**config.mk**
```make
export PLATFORM = sky130hd
export DESIGN_NAME = fc_layer_param_flat
export DESIGN_NICKNAME = d
export VERILOG_FILES = /design/src/rtl/fc_layer_param_pkg.sv /design/src/rtl/fc_layer_param_if.sv /design/src/rtl/fc_layer_param_mac_lane.sv /design/src/rtl/fc_layer_param.sv /design/src/flat_wrapper.sv
export SDC_FILE = /design/constraint.sdc
export NUM_CORES = 1
export LEC_CHECK = 0
export CAP_MARGIN = 20
export CORE_MARGIN = 2
export CORE_UTILIZATION = 60
export CTS_CLUSTER_DIAMETER = 30
export DETAILED_ROUTE_END_ITERATION = 12
export PLACE_DENSITY = 0.91
export SLEW_MARGIN = 10
export SYNTH_ARGS = -nofsm -noshare
export SYNTH_HDL_FRONTEND = slang
export SYNTH_SLANG_ARGS = --single-unit
```
**constraint.sdc**
```tcl
create_clock -name clk -period 11.58 [get_ports clk]
set_input_delay 1.737 -clock clk [delete_from_list [all_inputs] [get_ports clk]]
set_output_delay 1.737 -clock clk [all_outputs]
set_load 0.05 [all_outputs]
```
**src/rtl/fc_layer_param_pkg.sv**
```systemverilog
// Shared types and constants for the fully-connected layer block.
package fc_layer_param_pkg;

  typedef enum logic [1:0] {
    ST_IDLE = 2'd0,
    ST_MAC  = 2'd1,
    ST_REQ  = 2'd2
  } fc_state_e;

  localparam logic [7:0] INT8_MAX = 8'h7F;
  localparam logic [7:0] INT8_MIN = 8'h80;

endpackage

```
**src/rtl/fc_layer_param_if.sv**
```systemverilog
// Beat input / result output handshake bundle for fc_layer_param.
interface fc_layer_param_if #(
  parameter int N_OUT = 2,
  parameter int K     = 9
);
  logic                   valid_i;
  logic                   ready_o;
  logic [K*8-1:0]         data_i;
  logic [N_OUT*K*8-1:0]   weight_i;
  logic [N_OUT*16-1:0]    bias_i;
  logic                   valid_o;
  logic                   ready_i;
  logic [N_OUT*8-1:0]     data_o;

  modport master (
    output valid_i, data_i, weight_i, bias_i, ready_i,
    input  ready_o, valid_o, data_o
  );

  modport slave (
    input  valid_i, data_i, weight_i, bias_i, ready_i,
    output ready_o, valid_o, data_o
  );
endinterface

```
**src/rtl/fc_layer_param_mac_lane.sv**
```systemverilog
// One neuron accumulator: bias-load on the first element of an inference, else accumulate.
module fc_mac_lane #(
  parameter int ACC_W = 32
) (
  input  logic                    clk,
  input  logic                    rst_n,
  input  logic                    en_i,
  input  logic                    load_bias_i,
  input  logic signed [15:0]      bias_i,
  input  logic signed [7:0]       act_i,
  input  logic signed [7:0]       wgt_i,
  output logic signed [ACC_W-1:0] acc_o
);

  logic signed [15:0]      prod;
  logic signed [ACC_W-1:0] prod_x;
  logic signed [ACC_W-1:0] bias_x;
  logic signed [ACC_W-1:0] acc_q, acc_d;

  // Sized casts of signed operands sign-extend; the add wraps modulo 2^ACC_W.
  always_comb begin
    prod   = act_i * wgt_i;
    prod_x = ACC_W'(prod);
    bias_x = ACC_W'(bias_i);
    acc_d  = acc_q;
    if (en_i) begin
      acc_d = load_bias_i ? (bias_x + prod_x) : (acc_q + prod_x);
    end
  end

  always_ff @(posedge clk or negedge rst_n) begin
    if (!rst_n) acc_q <= '0;
    else        acc_q <= acc_d;
  end

  assign acc_o = acc_q;

endmodule

```
**src/rtl/fc_layer_param.sv**
```systemverilog
// Int8 fully-connected layer: N_OUT parallel MAC lanes over N_BEATS beats of K elements,
// followed by requantisation (acc*M0 >> SHIFT, floor) and int8 saturation / optional ReLU.
module fc_layer_param
  import fc_layer_param_pkg::*;
#(
  parameter int          N_OUT   = 2,
  parameter int          K       = 9,
  parameter int          N_BEATS = 32,
  parameter int          ACC_W   = 32,
  parameter int unsigned M0      = 11,
  parameter int          SHIFT   = 15
) (
  input logic             clk,
  input logic             rst_n,
  input logic             relu_en,
  fc_layer_param_if.slave bus
);

  localparam int EW = (K > 1) ? $clog2(K) : 1;
  localparam int BW = (N_BEATS > 1) ? $clog2(N_BEATS) : 1;
  localparam int PW = ACC_W + 5;
  localparam logic signed [4:0]    M0_S   = {1'b0, M0[3:0]};
  localparam logic signed [PW-1:0] SAT_HI = PW'(signed'(INT8_MAX));
  localparam logic signed [PW-1:0] SAT_LO = PW'(signed'(INT8_MIN));

  fc_state_e state_q, state_d;
  logic [K*8-1:0]       data_q, data_d;
  logic [N_OUT*K*8-1:0] weight_q, weight_d;
  logic [N_OUT*16-1:0]  bias_q, bias_d;
  logic [EW-1:0]        elem_q, elem_d;
  logic [BW-1:0]        beat_q, beat_d;
  logic                 valid_q, valid_d;
  logic [N_OUT*8-1:0]   dout_q, dout_d;

  logic elem_last, beat_last, out_load, lane_en, lane_load;
  logic signed [ACC_W-1:0] acc    [N_OUT];
  logic signed [PW-1:0]    scaled [N_OUT];
  logic [7:0]              rq     [N_OUT];

  assign elem_last = (elem_q == EW'(K - 1));
  assign beat_last = (beat_q == BW'(N_BEATS - 1));
  assign out_load  = (state_q == ST_REQ) && (!valid_q || bus.ready_i);
  assign lane_en   = (state_q == ST_MAC);
  assign lane_load = (beat_q == '0) && (elem_q == '0);

  for (genvar g = 0; g < N_OUT; g++) begin : g_lane
    fc_mac_lane #(.ACC_W(ACC_W)) u_lane (
      .clk         (clk),
      .rst_n       (rst_n),
      .en_i        (lane_en),
      .load_bias_i (lane_load),
      .bias_i      (bias_q[16*g +: 16]),
      .act_i       (data_q[8*int'(elem_q) +: 8]),
      .wgt_i       (weight_q[8*(g*K + int'(elem_q)) +: 8]),
      .acc_o       (acc[g])
    );
  end

  // Full-width product then arithmetic shift gives floor division without truncation.
  always_comb begin
    for (int n = 0; n < N_OUT; n++) begin
      scaled[n] = (PW'(acc[n]) * PW'(M0_S)) >>> SHIFT;
      if (relu_en && scaled[n][PW-1]) rq[n] = 8'h00;
      else if (scaled[n] > SAT_HI)    rq[n] = INT8_MAX;
      else if (scaled[n] < SAT_LO)    rq[n] = INT8_MIN;
      else                            rq[n] = scaled[n][7:0];
    end
  end

  always_ff @(posedge clk or negedge rst_n) begin
    if (!rst_n) state_q <= ST_IDLE;
    else        state_q <= state_d;
  end

  always_comb begin
    state_d = state_q;
    case (state_q)
      ST_IDLE: if (bus.valid_i) state_d = ST_MAC;
      ST_MAC:  if (elem_last)   state_d = beat_last ? ST_REQ : ST_IDLE;
      ST_REQ:  if (out_load)    state_d = ST_IDLE;
      default:                  state_d = ST_IDLE;
    endcase
  end

  always_comb begin
    data_d   = data_q;
    weight_d = weight_q;
    bias_d   = bias_q;
    elem_d   = elem_q;
    beat_d   = beat_q;
    dout_d   = dout_q;
    valid_d  = valid_q && !bus.ready_i;
    case (state_q)
      ST_IDLE: begin
        if (bus.valid_i) begin
          data_d   = bus.data_i;
          weight_d = bus.weight_i;
          bias_d   = bus.bias_i;
          elem_d   = '0;
        end
      end
      ST_MAC: begin
        elem_d = elem_last ? '0 : elem_q + 1'b1;
        if (elem_last && !beat_last) beat_d = beat_q + 1'b1;
      end
      ST_REQ: begin
        if (out_load) begin
          for (int n = 0; n < N_OUT; n++) dout_d[8*n +: 8] = rq[n];
          valid_d = 1'b1;
          beat_d  = '0;
        end
      end
      default: ;
    endcase
  end

  always_ff @(posedge clk or negedge rst_n) begin
    if (!rst_n) begin
      data_q   <= '0;
      weight_q <= '0;
      bias_q   <= '0;
      elem_q   <= '0;
      beat_q   <= '0;
      valid_q  <= 1'b0;
      dout_q   <= '0;
    end else begin
      data_q   <= data_d;
      weight_q <= weight_d;
      bias_q   <= bias_d;
      elem_q   <= elem_d;
      beat_q   <= beat_d;
      valid_q  <= valid_d;
      dout_q   <= dout_d;
    end
  end

  assign bus.ready_o = (state_q == ST_IDLE);
  assign bus.valid_o = valid_q;
  assign bus.data_o  = dout_q;

endmodule

```
**src/flat_wrapper.sv**
```systemverilog
// flat-port wrapper written by rule: the top's interface ports become plain ports
module fc_layer_param_flat import fc_layer_param_pkg::*;
#(
  parameter int          N_OUT   = 2,
  parameter int          K       = 9,
  parameter int          N_BEATS = 32,
  parameter int          ACC_W   = 32,
  parameter int unsigned M0      = 11,
  parameter int          SHIFT   = 15
)
  (clk, rst_n, relu_en, bus_valid_i, bus_data_i, bus_weight_i, bus_bias_i, bus_ready_i, bus_ready_o, bus_valid_o, bus_data_o);
  fc_layer_param_if #(.N_OUT(N_OUT), .K(K)) bus_i ();
  input logic clk;
  input logic rst_n;
  input logic relu_en;
  input wire logic [$bits(bus_i.valid_i)-1:0] bus_valid_i;
  input wire logic [$bits(bus_i.data_i)-1:0] bus_data_i;
  input wire logic [$bits(bus_i.weight_i)-1:0] bus_weight_i;
  input wire logic [$bits(bus_i.bias_i)-1:0] bus_bias_i;
  input wire logic [$bits(bus_i.ready_i)-1:0] bus_ready_i;
  output wire logic [$bits(bus_i.ready_o)-1:0] bus_ready_o;
  output wire logic [$bits(bus_i.valid_o)-1:0] bus_valid_o;
  output wire logic [$bits(bus_i.data_o)-1:0] bus_data_o;
  assign bus_i.valid_i = bus_valid_i;
  assign bus_i.data_i = bus_data_i;
  assign bus_i.weight_i = bus_weight_i;
  assign bus_i.bias_i = bus_bias_i;
  assign bus_i.ready_i = bus_ready_i;
  assign bus_ready_o = bus_i.ready_o;
  assign bus_valid_o = bus_i.valid_o;
  assign bus_data_o = bus_i.data_o;
  fc_layer_param #(.N_OUT(N_OUT), .K(K), .N_BEATS(N_BEATS), .ACC_W(ACC_W), .M0(M0), .SHIFT(SHIFT)) u_core (.clk(clk), .rst_n(rst_n), .relu_en(relu_en), .bus(bus_i));
endmodule
```
# [Yosys cells after proc, flatten, opt, wreduce, memory -nomap -nowiden]
# Cells that the tools add are included.
[op_classes] n_reduce_logical=20 n_eq_ne=8 shift=3 order_cmp=4 n_addsub=7 mul=4 mux=21
[op_table] operator="$shiftx 144x8->8" n=1
[op_table] operator="$shiftx 144x9->8" n=1
[op_table] operator="$mul 32x5->37 const B" n=2
[op_table] operator="$shiftx 72x8->8" n=1
[op_table] operator="$add 32x16->32" n=2
[op_table] operator="$mux 32" n=2
[op_table] operator="$mux 8" n=6
[op_table] operator="$gt 22x8->1 const B" n=2
[op_table] operator="$lt 22x8->1 const B" n=2
[op_table] operator="$add 16x16->17" n=2
[op_table] operator="$mul 8x8->16" n=2
[op_table] operator="$mux 5" n=2
[op_table] operator="$pmux 5 s2" n=1
[op_table] operator="$mux 2" n=4
[op_table] operator="$mux 4" n=2
[op_table] operator="$pmux 4 s2" n=1
[op_table] operator="$logic_and 1x1->1" n=6
[op_table] operator="$ne 2x1->1 const B" n=3
[op_table] operator="$pmux 2 s3" n=1
[op_table] operator="$reduce_and 2->1" n=3
[op_table] operator="$reduce_and 3->1" n=2
[op_table] operator="$add 4x4->5 const A" n=1
[op_table] operator="$add 5x1->5 const B" n=1
[op_table] operator="$eq 5x5->1 const B" n=1
[op_table] operator="12 further kinds" n=16
[word_totals] output_inout_bits=18 ff_bits=340 inputBits=253 elab_cells=77

# [Longest topological paths before layout]
[logic_depth] word_depth=5 ltp_mapped=40 depth_no_buf=37

# [Modules after synthesis]
# Synthesis repeated with hierarchy kept, for this count alone.
[unflattened] cells_unflattened=3190 hier_area_um2=31433.9
[modules_own_cells] module="fc_layer_param" instances=1 seq_area_each_um2=6906.6 area_each_um2=19301.0 cells_per_inst=1758
[modules_own_cells] module="fc_mac_lane at u_core.g_lane[0].u_lane" instances=1 seq_area_each_um2=800.8 area_each_um2=6167.2 cells_per_inst=727
[modules_own_cells] module="fc_mac_lane at u_core.g_lane[1].u_lane" instances=1 seq_area_each_um2=800.8 area_each_um2=5965.7 cells_per_inst=705

# [Least setup slack after synthesis]
# OpenSTA, ideal clock, no wires.
[synth_path] path_kind="reg2reg" startpoint="reg u_core.elem_q[0]" endpoint="reg u_core.g_lane[0].u_lane.acc_q[30]" n_path_buf=3 t_arrival_ns=8.966 synth_period_minus_slack_ns=9.100 required_ns=11.446 setup_ns=0.134 stages_incl_launch_ff=36 setup_slack_ns=2.480 path_cell_list="dfrtp_1 -> clkbuf_1 -> clkbuf_1 -> mux4_2 -> nand2_1 -> a21oi_1 -> a21oi_1 -> clkbuf_1 -> nand2_1 -> fa_1 -> fa_1 -> inv_1 -> fa_1 -> inv_1 -> fa_1 -> inv_1 -> ha_1 -> inv_1 -> o21bai_1 -> a21oi_1 -> o21bai_1 -> a41o_1 -> o41a_1 -> xnor2_1 -> ha_1 -> a21o_1 -> a21o_1 -> a21o_1 -> o21ai_0 -> o21a_1 -> o21ai_0 -> a31o_2 -> a31oi_1 -> a21oi_1 -> mux2i_1 -> o211ai_1"
[synth_between] elab_chain_len=4 elab_cells_between_ends=8 cone_classes="add/sub (2); mul (1); shift (2); mux (1); reduce/logical (2)"
[synth_lines] element="start: declaration" line_no="fc_layer_param.sv:30" text="logic [EW-1:0] elem_q, elem_d;"
[synth_lines] element="start signal: assignment" line_no="fc_layer_param.sv:130" text="elem_q <= elem_d;"
[synth_lines] element="$shiftx 144x8->8 or $shiftx 72x8->8 (tied branches)" line_no="fc_layer_param.sv:54, fc_layer_param.sv:53"
[synth_lines] element="$mul 8x8->16" line_no="fc_layer_param_mac_lane.sv:22" text="prod = act_i * wgt_i;"
[synth_lines] element="$add 32x16->32 or $add 16x16->17 (tied branches)" line_no="fc_layer_param_mac_lane.sv:27" text="acc_d = load_bias_i ? (bias_x + prod_x) : (acc_q + prod_x);"
[synth_lines] element="$mux 32 (*)" line_no="fc_layer_param_mac_lane.sv:27"
[synth_lines] element="end signal: assignment" line_no="fc_layer_param_mac_lane.sv:32" text="if (!rst_n) acc_q <= '0;"
[synth_lines] element="end signal: assignment" line_no="fc_layer_param_mac_lane.sv:33" text="else acc_q <= acc_d;"
[synth_lines] element="end: declaration" line_no="fc_layer_param_mac_lane.sv:18" text="logic signed [ACC_W-1:0] acc_q, acc_d;"
# Every way passes the cells marked *; elsewhere a longest branch is shown, timed or not.
# A chain may end at the register's enable or synchronous reset.

# [Worst setup path after layout]
[layout_path] startpoint="reg u_core.elem_q[0]" endpoint="reg u_core.g_lane[1].u_lane.acc_q[31]"
[layout_between] elab_chain_len=5 elab_cells_between_ends=9 cone_classes="add/sub (3); mul (1); shift (2); mux (1); reduce/logical (2)"
[layout_lines] element="$add 4x4->5" line_no="fc_layer_param.sv:54" text=".wgt_i (weight_q[8*(g*K + int'(elem_q)) +: 8]),"
[layout_lines] element="$shiftx 144x9->8" line_no="fc_layer_param.sv:54"
[layout_lines] element="$mul 8x8->16" line_no="fc_layer_param_mac_lane.sv:22"
[layout_lines] element="$add 32x16->32 or $add 16x16->17 (tied branches)" line_no="fc_layer_param_mac_lane.sv:27"
[layout_lines] element="$mux 32 (*)" line_no="fc_layer_param_mac_lane.sv:27"
[layout_lines] element="end signal: assignment" line_no="fc_layer_param_mac_lane.sv:32"
[layout_lines] element="end signal: assignment" line_no="fc_layer_param_mac_lane.sv:33"
[layout_lines] element="end: declaration" line_no="fc_layer_param_mac_lane.sv:18"
# Marked as above.

==> run metrics <==
failing checks DRC; mux contribution to synthesized area 14.9%; IO buf count 270; Synth Flop Type dfrtp_1; Buf/Inv on CP 5; CP max stage delay 0.97 ns; first-pass GRT wire length 150,000 µm; nets 4,098; number of global-route vias before repair 27,200; overflow left after global routing 0; area leader, netlist dfrtp_1; total CTS buffers 76; critical path's slowest cell dfrtp_4; Period minus WS final around 10 ns; synth cell count leaders inv_1, dfrtp_1, ha_1; number of synthesized register bits 340; full die area 0.0527 mm²; XOR/XNOR Fraction of Synth Area ~4.4%; relative slew slack 17.2%; Final Hold Vio Count 0; worst slew pin tran about 1.2 ns; core box area 0.0502 mm²; crit-path leading delay family compound AO/OA/AOI/OAI gates; via-per-instance ratio approximately 6.4; Final Setup Violations 0; Synth Area in Simple Gates 9.19%; Clock transition at path regs 0.05 ns; clock latency on the worst-skew pair 0.65 ns; post_cts resized 0; CTS tree yes; CTS Buffer Depth 3; Avg Inst Size Synth 9.81 µm²; Syn Nets 3,827; Final GP Congestion a little over 0.9; layout cells sized above 1 15.2%; 1st-iter DRT viols about 3,000; die span in x roughly 230 µm; DP HPWL 62,000 µm; chip height 230 µm; H-Tree Depth 3; asr flop ratio synth 100%; hold buffer count at cts 0; unrepaired setup endpoints after global routing false; Req. time, crit path approximately 12 ns; Distinct cells, synth between 90 and 100; crit end category register; TritonRoute pass-1 iters 13; post-route cell area between 0.03 and 0.04 mm²; CP Max Fanout 41; max-slew violation count 0; Post-DP Area between 0.03 and 0.04 mm²; row cnt 82; final hold slack 0.505 ns; CP Launch Type register; synth-to-layout area growth 19.9%; setup bufs post-CTS 0; max-cap viol count 0; main combinational cell family by area after synthesis adder cells; Initial Utilization 60.9%; initial antenna violation count 8; register area share after synthesis 27.9%; most frequent cell after synthesis inv_1; critical path type register to register; Tot GR Track Use 36.5%; ranking of synthesized cells by area dfrtp_1, ha_1, fa_1; Arr. time, crit path 10.96 ns; Synth Area in Compound Gates 13.2%; synth warn 0; pin count of the biggest net entering global routing 106; f_max 95.8 MHz; Post-synth EDFFs 0; clk sinks 340; Antenna Nets Post-Route 0; total wire length 98,900 µm; Residual DRC 36; status complete, but fails checks; Synth top area share 27.9%; final critical-path share of the clock period 90.1%; Synth Instances ~3,100; synthesized cell area 0.0305 mm²; clock skew 0.0461 ns; Min-Delay Path Class register to register; vias after detailed routing 26,500; post-synthesis adder-cell area fraction 23.0%; I/O pin count 271; most frequent cell on the critical path a21oi_1; drt wl/cell 24.0 µm; Setup TNS 0 ns; root cell of the clock tree clkbuf_16
==> cell type report <==
| cell class | count | area, µm² |
|---|---|---|
| Clock buffer | 103 | 2190 |
| Timing Repair Buffer | 296 | 2940 |
| Tap cell | 672 | 841 |
| Antenna cell | 2 | 5.00 |
| Fill cell | 3098 | 13500 |
| Inverter | 503 | 1890 |
| Multi-Input combinational cell | 2169 | 19700 |
| Clock inverter | 36 | 510 |
| Sequential cell | 340 | 8510 |
==> final timing paths <==
kind,from,to,slack [ns],cells after the start
max reg2reg,u_core.elem_q[0]$_DFFE_PN0P_,u_core.g_lane[1].u_lane.acc_o[31]$_DFFE_PN0P_,1.14,33
min in group asynchronous,rst_n,u_core.bus.data_o[15]$_DFFE_PN0P_,1.17,1
min reg2reg,u_core.bus.data_o[15]$_DFFE_PN0P_,u_core.bus.data_o[15]$_DFFE_PN0P_,0.51,1
min,u_core.bus.data_o[15]$_DFFE_PN0P_,u_core.bus.data_o[15]$_DFFE_PN0P_,0.51,1
max in group asynchronous,rst_n,u_core.data_q[4]$_DFFE_PN0P_,8.83,2
max,u_core.elem_q[0]$_DFFE_PN0P_,u_core.g_lane[1].u_lane.acc_o[31]$_DFFE_PN0P_,1.14,33
==> worst register-to-register path, delay by kind of cell (launching register included) <==
| kind | cells | cell delay (ns) |
|---|---|---|
| muxes | 1 | 0.62 |
| DFF | 1 | 0.97 |
| adders and majority gates | 6 | 2.84 |
| and+or+nand+nor | 3 | 0.72 |
| xor gates and xnor gates | 2 | 0.36 |
| buffers and inverters | 5 | 0.93 |
| AOI/OAI and AO/OA | 16 | 3.87 |
==> registers in the layout, summed over array words and instances (netlist names) <==
register / flops
u_core.weight_q: 144
u_core.bias_q: 32
u_core.bus.data_o: 16
u_core.data_q: 72
u_core.g_lane.u_lane.acc_o: 64
u_core.elem_q: 4
u_core.bus.valid_o: 1
u_core.state_q: 2
u_core.beat_q: 5
==> layout by cell type (no fill, tap or decap), drive strengths merged, types with 22 or more instances in the layout <==
| master | instances |
|---|---|
| ha | 289 |
| inv | 507 |
| clkdlybuf4s50 | 269 |
| nor3 | 41 |
| fa | 170 |
| a211oi | 43 |
| buf | 26 |
| a21oi | 172 |
| nand3 | 39 |
| clkbuf | 104 |
| nand2b | 34 |
| mux4 | 64 |
| mux2i | 22 |
| xnor2 | 106 |
| nand2 | 169 |
| o211ai | 30 |
| o21a | 34 |
| mux2 | 257 |
| a21o | 71 |
| nor2 | 210 |
| o21ai | 118 |
| xor2 | 45 |
| dfrtp | 340 |
==> metal layers <==
metal / wire length [µm] / up-vias / global-route usage, %
met5: 112 / - / 0
met4: 8400 / 12 / 24.4
met1: 34300 / 12600 / 41.7
met3: 10900 / 660 / 11.1
met2: 45200 / 1884 / 59.2
li1: - / 11300 / -
==> per-stage QoR <==
stage          setup slack [ns]  util (%)  cells
2_1_floorplan              2.48         -   3115
3_3_place_gp               2.24      67.5   3976
3_5_place_dp               1.95      67.5   3976
4_1_cts                    1.64      72.9   4115
5_1_grt                   0.555      73.0   4121
6_report                   1.14      73.0   4121
==> kinds of logic after synthesis <==
kind of cell,Yosys count
compound gates,610
xor+xnor,151
fa+ha+maj,459
buf+inv,606
simple gates,606
mux,343
flops,340
Power is not shown: default switching activity piles up to over one toggle a cycle in this logic, so the estimate is an artifact.
